$ cat src/rtl/inst_pcm_serializer.sv
// PCM instruct serializer: latches a DATA_W-bit instruct word on a one-cycle request and
// shifts it out as a serial bit stream with a mid-bit sampling clock. Bit period, frame
// length and bit order are captured per frame from the configuration inputs.
module inst_pcm_serializer #(
    parameter int unsigned DATA_W = 512
) (
    input  logic              clk_sys,
    input  logic              rst_n,
    input  logic [15:0]       cfg_pcm_bitdiv,
    input  logic [9:0]        cfg_pcm_bitlen,
    input  logic              cfg_pcm_msb_first,
    input  logic [DATA_W-1:0] pcm_inst_data,
    input  logic              pcm_inst_data_valid,
    output logic              pcm_bit_out,
    output logic              pcm_clk_out,
    output logic              pcm_bit_en,
    output logic              pcm_busy,
    output logic              pcm_frame_done,
    output logic              debug_pcm_overflow
);

    typedef enum logic [0:0] {StIdle, StSend} state_e;

    state_e            state_q;
    logic [DATA_W-1:0] shift_q;
    logic [15:0]       per_max_q;   // P-1 of the current frame
    logic [15:0]       half_q;      // floor(P/2): cycles with pcm_clk_out low
    logic [9:0]        bit_max_q;   // L-1 of the current frame
    logic              msb_q;
    logic [15:0]       per_cnt_q;
    logic [9:0]        bit_cnt_q;

    logic [15:0]       div_eff;
    logic [15:0]       half_eff;
    logic [9:0]        len_m1;
    logic [15:0]       per_nxt;
    logic [DATA_W-1:0] shift_nxt;
    logic              bit_nxt;

    // Frame parameters derived from the live configuration, used only at frame start.
    always_comb begin
        div_eff  = (cfg_pcm_bitdiv == 16'd0) ? 16'd1 : cfg_pcm_bitdiv;
        // P = div_eff + 1 can reach 65536, so halve it in 17 bits.
        half_eff = 16'((17'(div_eff) + 17'd1) >> 1);
        if (cfg_pcm_bitlen == 10'd0 || 32'(cfg_pcm_bitlen) > DATA_W) begin
            len_m1 = 10'(DATA_W - 1);
        end else begin
            len_m1 = cfg_pcm_bitlen - 10'd1;
        end
    end

    // Next period count and next bit from the shift register in the latched order.
    always_comb begin
        per_nxt   = per_cnt_q + 16'd1;
        shift_nxt = msb_q ? (shift_q << 1) : (shift_q >> 1);
        bit_nxt   = msb_q ? shift_q[DATA_W-2] : shift_q[1];
    end

    // Frame FSM with registered outputs.
    always_ff @(posedge clk_sys or negedge rst_n) begin
        if (!rst_n) begin
            state_q            <= StIdle;
            shift_q            <= '0;
            per_max_q          <= '0;
            half_q             <= '0;
            bit_max_q          <= '0;
            msb_q              <= 1'b0;
            per_cnt_q          <= '0;
            bit_cnt_q          <= '0;
            pcm_bit_out        <= 1'b0;
            pcm_clk_out        <= 1'b0;
            pcm_bit_en         <= 1'b0;
            pcm_busy           <= 1'b0;
            pcm_frame_done     <= 1'b0;
            debug_pcm_overflow <= 1'b0;
        end else begin
            pcm_bit_en         <= 1'b0;
            pcm_frame_done     <= 1'b0;
            debug_pcm_overflow <= 1'b0;
            case (state_q)
                StIdle: begin
                    if (pcm_inst_data_valid) begin
                        state_q     <= StSend;
                        shift_q     <= pcm_inst_data;
                        per_max_q   <= div_eff;
                        half_q      <= half_eff;
                        bit_max_q   <= len_m1;
                        msb_q       <= cfg_pcm_msb_first;
                        per_cnt_q   <= '0;
                        bit_cnt_q   <= '0;
                        pcm_bit_out <= cfg_pcm_msb_first ? pcm_inst_data[DATA_W-1]
                                                         : pcm_inst_data[0];
                        // P >= 2, so the clock always starts low.
                        pcm_clk_out <= 1'b0;
                        pcm_bit_en  <= 1'b1;
                        pcm_busy    <= 1'b1;
                    end
                end
                StSend: begin
                    // Requests during a frame, including its final edge, are dropped.
                    if (pcm_inst_data_valid) begin
                        debug_pcm_overflow <= 1'b1;
                    end
                    if (per_cnt_q == per_max_q) begin
                        per_cnt_q <= '0;
                        if (bit_cnt_q == bit_max_q) begin
                            state_q        <= StIdle;
                            bit_cnt_q      <= '0;
                            pcm_bit_out    <= 1'b0;
                            pcm_clk_out    <= 1'b0;
                            pcm_busy       <= 1'b0;
                            pcm_frame_done <= 1'b1;
                        end else begin
                            bit_cnt_q   <= bit_cnt_q + 10'd1;
                            shift_q     <= shift_nxt;
                            pcm_bit_out <= bit_nxt;
                            pcm_clk_out <= 1'b0;
                            pcm_bit_en  <= 1'b1;
                        end
                    end else begin
                        per_cnt_q   <= per_nxt;
                        pcm_clk_out <= (per_nxt >= half_q);
                    end
                end
                default: begin
                    state_q <= StIdle;
                end
            endcase
        end
    end

endmodule

$ cat config.mk
export PLATFORM = sky130hd
export DESIGN_NAME = inst_pcm_serializer
export DESIGN_NICKNAME = d
export VERILOG_FILES = /design/src/rtl/inst_pcm_serializer.sv
export SDC_FILE = /design/constraint.sdc
export NUM_CORES = 1
export LEC_CHECK = 0
export CORE_UTILIZATION = 48
export DETAILED_ROUTE_END_ITERATION = 8
export PLACE_DENSITY_LB_ADDON = 0.12
export SLEW_MARGIN = 20
export SYNTH_ARGS = -nofsm -noshare
export SYNTH_HDL_FRONTEND = slang
export SYNTH_SLANG_ARGS = --single-unit
$ cat constraint.sdc
create_clock -name clk_sys -period 5.37 [get_ports clk_sys]
set_input_delay 1.3425 -clock clk_sys [delete_from_list [all_inputs] [get_ports clk_sys]]
set_output_delay 1.3425 -clock clk_sys [all_outputs]
set_load 0.01 [all_outputs]
# Yosys cells after proc, flatten, opt, wreduce, memory -nomap -nowiden
# Index checks and enable logic that the tools add are counted.
# W data, S select, Z words.
# classes
n_addsub	4
magnitude_cmp	2
n_eq_ne	6
muxes	37
n_bitwise	1
n_reduce_logical	7
# op_table
cell	n
$mux W512	4
$pmux W512 S2	1
$mux W16	3
$mux W10	4
$pmux W16 S2	1
$pmux W10 S2	1
$mux W1	18
$add A16 B1 Y17 const B	1
$add A16 B1 Y16 const B	1
$eq A16 B16 Y1	1
$ge A16 B16 Y1	1
$logic_not A16 Y1	1
$add A10 B1 Y10 const B	1
$eq A10 B10 Y1	1
$gt A10 B10 Y1 const B	1
$logic_not A10 Y1	1
$pmux W1 S2	5
$sub A10 B1 Y10 const B	1
$reduce_and A3 Y1	2
$ne A2 B1 Y1 const B	2
$ne A2 B2 Y1 const B	2
$reduce_and A2 Y1	2
$logic_or A1 B1 Y1	1
$not A1 Y1	1
# totals
reg_bits	588
input_bits	542
out_inout_bits	6

# Longest topological paths before layout
# depth
ltp_word	4
ltp_mapped	12
ltp_nobuf	11

# Least setup slack after synthesis
# Ideal clock, no wire load.
# synth_timing
path_kind	flip-flop to flip-flop
startpoint	register per_cnt_q[3]
endpoint	register pcm_clk_out
setup_ns	0.126
t_arrival_ns	2.757
t_required_ns	5.244
path_slack_ns	2.487
stages_incl_launch_ff	12
path_buffers	0
cell_sequence	dfrtp_1 nand3_1 nor4_1 nand2_1 nor2_1 xor2_1 ha_1 a21o_1 a21o_1 a21oi_1 o21ai_0 a221o_1
# synth_via
elab_chain_cells	4
elab_cells_between_ends	5
# synth_lines
item	line	text
start: declaration	30	logic [15:0] per_cnt_q;
start signal: assignment	121	per_cnt_q <= per_nxt;
$add A16 B1 Y16	54	per_nxt = per_cnt_q + 16'd1;
$ge A16 B16 Y1	122	pcm_clk_out <= (per_nxt >= half_q);
$mux W1 (*)	104	if (per_cnt_q == per_max_q) begin
$pmux W1 S2 (*)	80	case (state_q)
end signal: assignment	122	
end: declaration	15	output logic pcm_clk_out,
# Every way passes the cells marked *; elsewhere a longest branch is shown, timed or not.
# A chain may end at the register's enable or synchronous reset.

# Worst setup path after layout
# layout_timing
startpoint	register state_q
endpoint	register shift_q[476]
# layout_via
elab_chain_cells	3
elab_cells_between_ends	6
# layout_lines
item	line	text
start: declaration	24	state_e state_q;
start signal: assignment	62	state_q <= StIdle;
start signal: assignment	83	state_q <= StSend;
start signal: assignment	107	state_q <= StIdle;
$not A1 Y1 (no source line)	--	
$ne A2 B2 Y1 (no source line)	--	
$reduce_and A3 Y1 (no source line)	--	
end signal: assignment	84	shift_q <= pcm_inst_data;
end signal: assignment	115	shift_q <= shift_nxt;
end: declaration	25	logic [DATA_W-1:0] shift_q;
# Several ways; a longest one is shown, not always the timed one.

==> results_tabular.tex <==
\begin{tabular}{lr}
\hline
Metric & Value \\
\hline
\multicolumn{2}{l}{\textbf{CTS}} \\
\quad Deepest level of the CTS H-tree & 3 \\
\quad Post-CTS repair timing setup buffer count & 0 \\
\quad CTS tree & yes \\
\quad Longest Clk Path Bufs & 3 \\
\quad TritonCTS Buffers & 68 \\
\quad PostCTS Resize Cnt & 0 \\
\quad Clk Latency, worst-skew pair & 0.59 ns \\
\quad Hold-fix buffers, CTS & 0 \\
\quad Clk slew on worst S/H paths & 0.06 ns \\
\quad Cell at the root of the clock tree & clkbuf\_16 \\
\quad Clock Sinks & 588 \\
\multicolumn{2}{l}{\textbf{Setup path}} \\
\quad Gate family responsible for the most delay along the worst path & buffers and inverters \\
\quad R2r worst-path depth & 4 \\
\quad Worst path required time & 5.80 ns \\
\quad Classification of the worst setup path & reg2reg \\
\quad Setup crit start kind & register \\
\quad Library cell contributing the largest single delay on the critical path & buf\_4 \\
\quad Critical Path Sink Type & register \\
\quad Maximum fanout along the worst path & 174 \\
\quad Largest stage delay on the critical path & 0.77 ns \\
\quad Critical path launch point & state\_q \\
\quad Reg-to-reg endpoint & shift\_q[476] \\
\quad Register-to-register setup slack & 2.09 ns \\
\quad Worst flop-to-flop path startpoint & state\_q \\
\quad CP Data Arrival Time & 3.70 ns \\
\quad Worst-path cell chain & inv\_8 > o31a\_2 > buf\_4 > o21ai\_0 \\
\quad Total buffers and inverters traversed by the critical path & 2 \\
\multicolumn{2}{l}{\textbf{Global route}} \\
\quad GRT Resource Usage Total & 24.8\% \\
\quad First-pass GRT wire length & 139,000 um \\
\quad Pin count of the biggest net entering global routing & 274 \\
\quad Total overflow reported by the global router & 0 \\
\quad Number of antenna violations at the first check in global routing & 38 \\
\quad Via count of the first global-routing pass & 26,000 \\
\multicolumn{2}{l}{\textbf{Die}} \\
\quad Boundary Pins & 548 \\
\quad Core outline area & 67,200 sq um \\
\quad Die ar. & 68,900 sq um \\
\quad Die boundary width & 262 um \\
\quad Die Y-Extent & 262 um \\
\quad Starting density of the core & 48.5\% \\
\quad \# rows & 95 \\
\multicolumn{2}{l}{\textbf{Power and ir drop}} \\
\quad Power density over cell area & 279 nW/um\^{}2 \\
\quad Max IR drop VDD & 0.000194 V \\
\quad Static power due to leakage & 17.6 nW \\
\multicolumn{2}{l}{\textbf{Yosys}} \\
\quad Most used standard cell by instance count after synthesis & nand2\_1 \\
\quad Top cell type by total area after synthesis & dfrtp\_1 \\
\quad Post-Synthesis Cells & 3,837 \\
\quad Sequential element share of the synthesized area & 45.2\% \\
\quad Post-Syn Area & 32,600 sq um \\
\quad Number of synthesized flops with an enable pin & 0 \\
\quad Synth cell types & 41 \\
\quad Main flop type after synthesis & dfrtp\_1 \\
\quad Ranking of synthesized cells by area & dfrtp\_1, mux2i\_1, a21oi\_1 \\
\quad Fraction of registers with async set/reset & 100\% \\
\quad Total of warnings raised by yosys & 0 \\
\quad Flip-flop and latch count after synthesis & 588 \\
\quad Average cell area after synthesis & 8.49 sq um \\
\quad Synthesized Nets & 4,398 \\
\quad Yosys top cell area share & 45.2\% \\
\quad Most used standard cells in the synthesized netlist & nand2\_1, dfrtp\_1, nor2\_1, a21oi\_1, mux2i\_1 \\
\multicolumn{2}{l}{\textbf{Placed design}} \\
\quad Placement Cell Area & 38,200 sq um \\
\quad HPWL after DPL & 57,700 um \\
\quad PortBufs & 547 \\
\quad Routability congestion estimate & 0.837 \\
\quad Worst setup slack before clock tree synthesis & 1.56 ns \\
\multicolumn{2}{l}{\textbf{Hold path}} \\
\quad Start point of the worst min-delay path & half\_q[14] \\
\quad Worst Hold Endpoint & half\_q[14] \\
\quad Instance count along the most critical hold path & 2 \\
\quad Hold Crit Class & reg2reg \\
\multicolumn{2}{l}{\textbf{STA}} \\
\quad Setup-violating endpoint count in the final report & 0 \\
\quad Final Critical Period & 3.28 ns \\
\quad Max Fclk & 305 MHz \\
\quad Unrepaired setup endpoints after global routing & false \\
\quad Transition time at the pin with the least slew margin & 1.11 ns \\
\quad Tightest slew margin relative to the limit & 26.0\% \\
\quad Number of pins with negative max-slew slack in the final report & 0 \\
\quad Setup tns final & 0 ns \\
\quad Period Utilization, post-route & 61.0\% \\
\quad Worst-case setup margin in the final layout & 2.09 ns \\
\quad Hold Vio Cnt, Final & 0 \\
\quad Clock tree skew after final layout & 0.0198 ns \\
\multicolumn{2}{l}{\textbf{Outcome}} \\
\quad Run status & finished clean \\
\multicolumn{2}{l}{\textbf{Detailed routing}} \\
\quad Post-Route WL & 86,400 um \\
\quad DR DRC count & 0 \\
\quad Post-detailed-route wirelength per cell & 16.8 um \\
\quad Number of routed nets with antenna violations & 0 \\
\quad Pre-antenna DRT Iters & 7 \\
\quad Detailed-route via count & 27,300 \\
\quad Avg Vias per Cell & 5.33 \\
\quad Drt first-iter violations & 1,922 \\
\multicolumn{2}{l}{\textbf{Layout}} \\
\quad Post-route cell area & 40,500 sq um \\
\quad Layout-stage area growth over the synthesis result & 24.2\% \\
\quad Fin nets & 4,753 \\
\quad Layout cells sized above 1 & 3.51\% \\
\quad Final core utilization & 60.2\% \\
\multicolumn{2}{l}{\textbf{Run}} \\
\quad Max-cap violations & 0 \\
\hline
\end{tabular}
[stage by stage]
step                std cells  power [W]  hold WS (ns)
detailed placement       4994    0.00686         0.471
finish                   5133     0.0113         0.475
global placement         4994    0.00682         0.465
CTS                      5111     0.0114         0.484
floorplan                3837    0.00608         0.449
global route             5131     0.0118         0.505
[metal layers]
metal	routed length, um	vias up	track usage, %
li1	-	13900	-
met3	4410	169	5.44
met4	2380	36	9.16
met1	37900	12700	32.3
met5	248	-	0
met2	41400	510	40.6
[power breakdown]
| group | switching [W] | total (W) | internal, W |
|---|---|---|---|
| clock | 0.00184 | 0.00450 | 0.00266 |
| sequential | 0.000273 | 0.00498 | 0.00470 |
| combinational | 0.000821 | 0.00180 | 0.000974 |
[cell usage in the layout (no fill, tap or decap), types with 9 or more instances in the layout]
master             n
xnor2_1           44
nand3_1           14
diode_2           21
mux2i_1          512
a21oi_1          530
ha_1              19
clkbuf_16         73
buf_4             24
clkbuf_8          14
xor2_1            17
o21ai_0          245
o31ai_1            9
inv_1             25
dfrtp_1          587
clkdlybuf4s50_1  546
clkbuf_1          15
nor4_1             9
buf_12            16
nor2_1           542
a31oi_1           13
clkinv_2          13
o21ai_1          300
and3_1            10
nand4_1           13
nand2_1          596
[registers in the layout (all words and copies together), names as in the netlist, 10 cells and up]
signal,flops
per_cnt_q,16
per_max_q,16
bit_cnt_q,10
shift_q,512
bit_max_q,10
half_q,16
[area by class of cell]
type,count,area (sq um)
clock inverters,15,80.1
clock buffers,102,2080
flip-flops and latches,588,14700
diodes,21,52.6
multi-input cells,2920,16300
repair buffers,588,6010
well taps,873,1090
fillers,6027,26700
inverters,26,105
[cells by family (layout without fill, tap and decap cells)]
group                      count (synthesis)  after routing  share of synthesized area (%)
AOI/OAI and AO/OA                       1118           1118                           17.5
xor gates and xnor gates                  61             61                           1.64
adders and majority gates                 19             19                          0.730
buffers and inverters                    329            731                           4.74
DFF                                      588            588                           45.2
muxes                                    512            512                           15.7
other                                      0             21                              0
and+or+nand+nor                         1210           1210                           14.5
[worst min-delay path: cells and delay by family (launching register included)]
kind               cells  cell delay [ns]
AOI/OAI and AO/OA      1             0.06
DFF                    1             0.34
and+or+nand+nor        1             0.04
[worst max-delay path by stage]
| stage | end | slack, ns | cells after the start |
|---|---|---|---|
| floorplan | pcm_clk_out | 2.49 | 11 |
| global placement | shift_q[469] | 1.66 | 5 |
| detailed placement | shift_q[470] | 1.56 | 5 |
| CTS | shift_q[476] | 2.03 | 4 |
| global route | shift_q[467] | 1.76 | 4 |
| finish | shift_q[476] | 2.09 | 4 |
(Power assumes the default switching activity.)
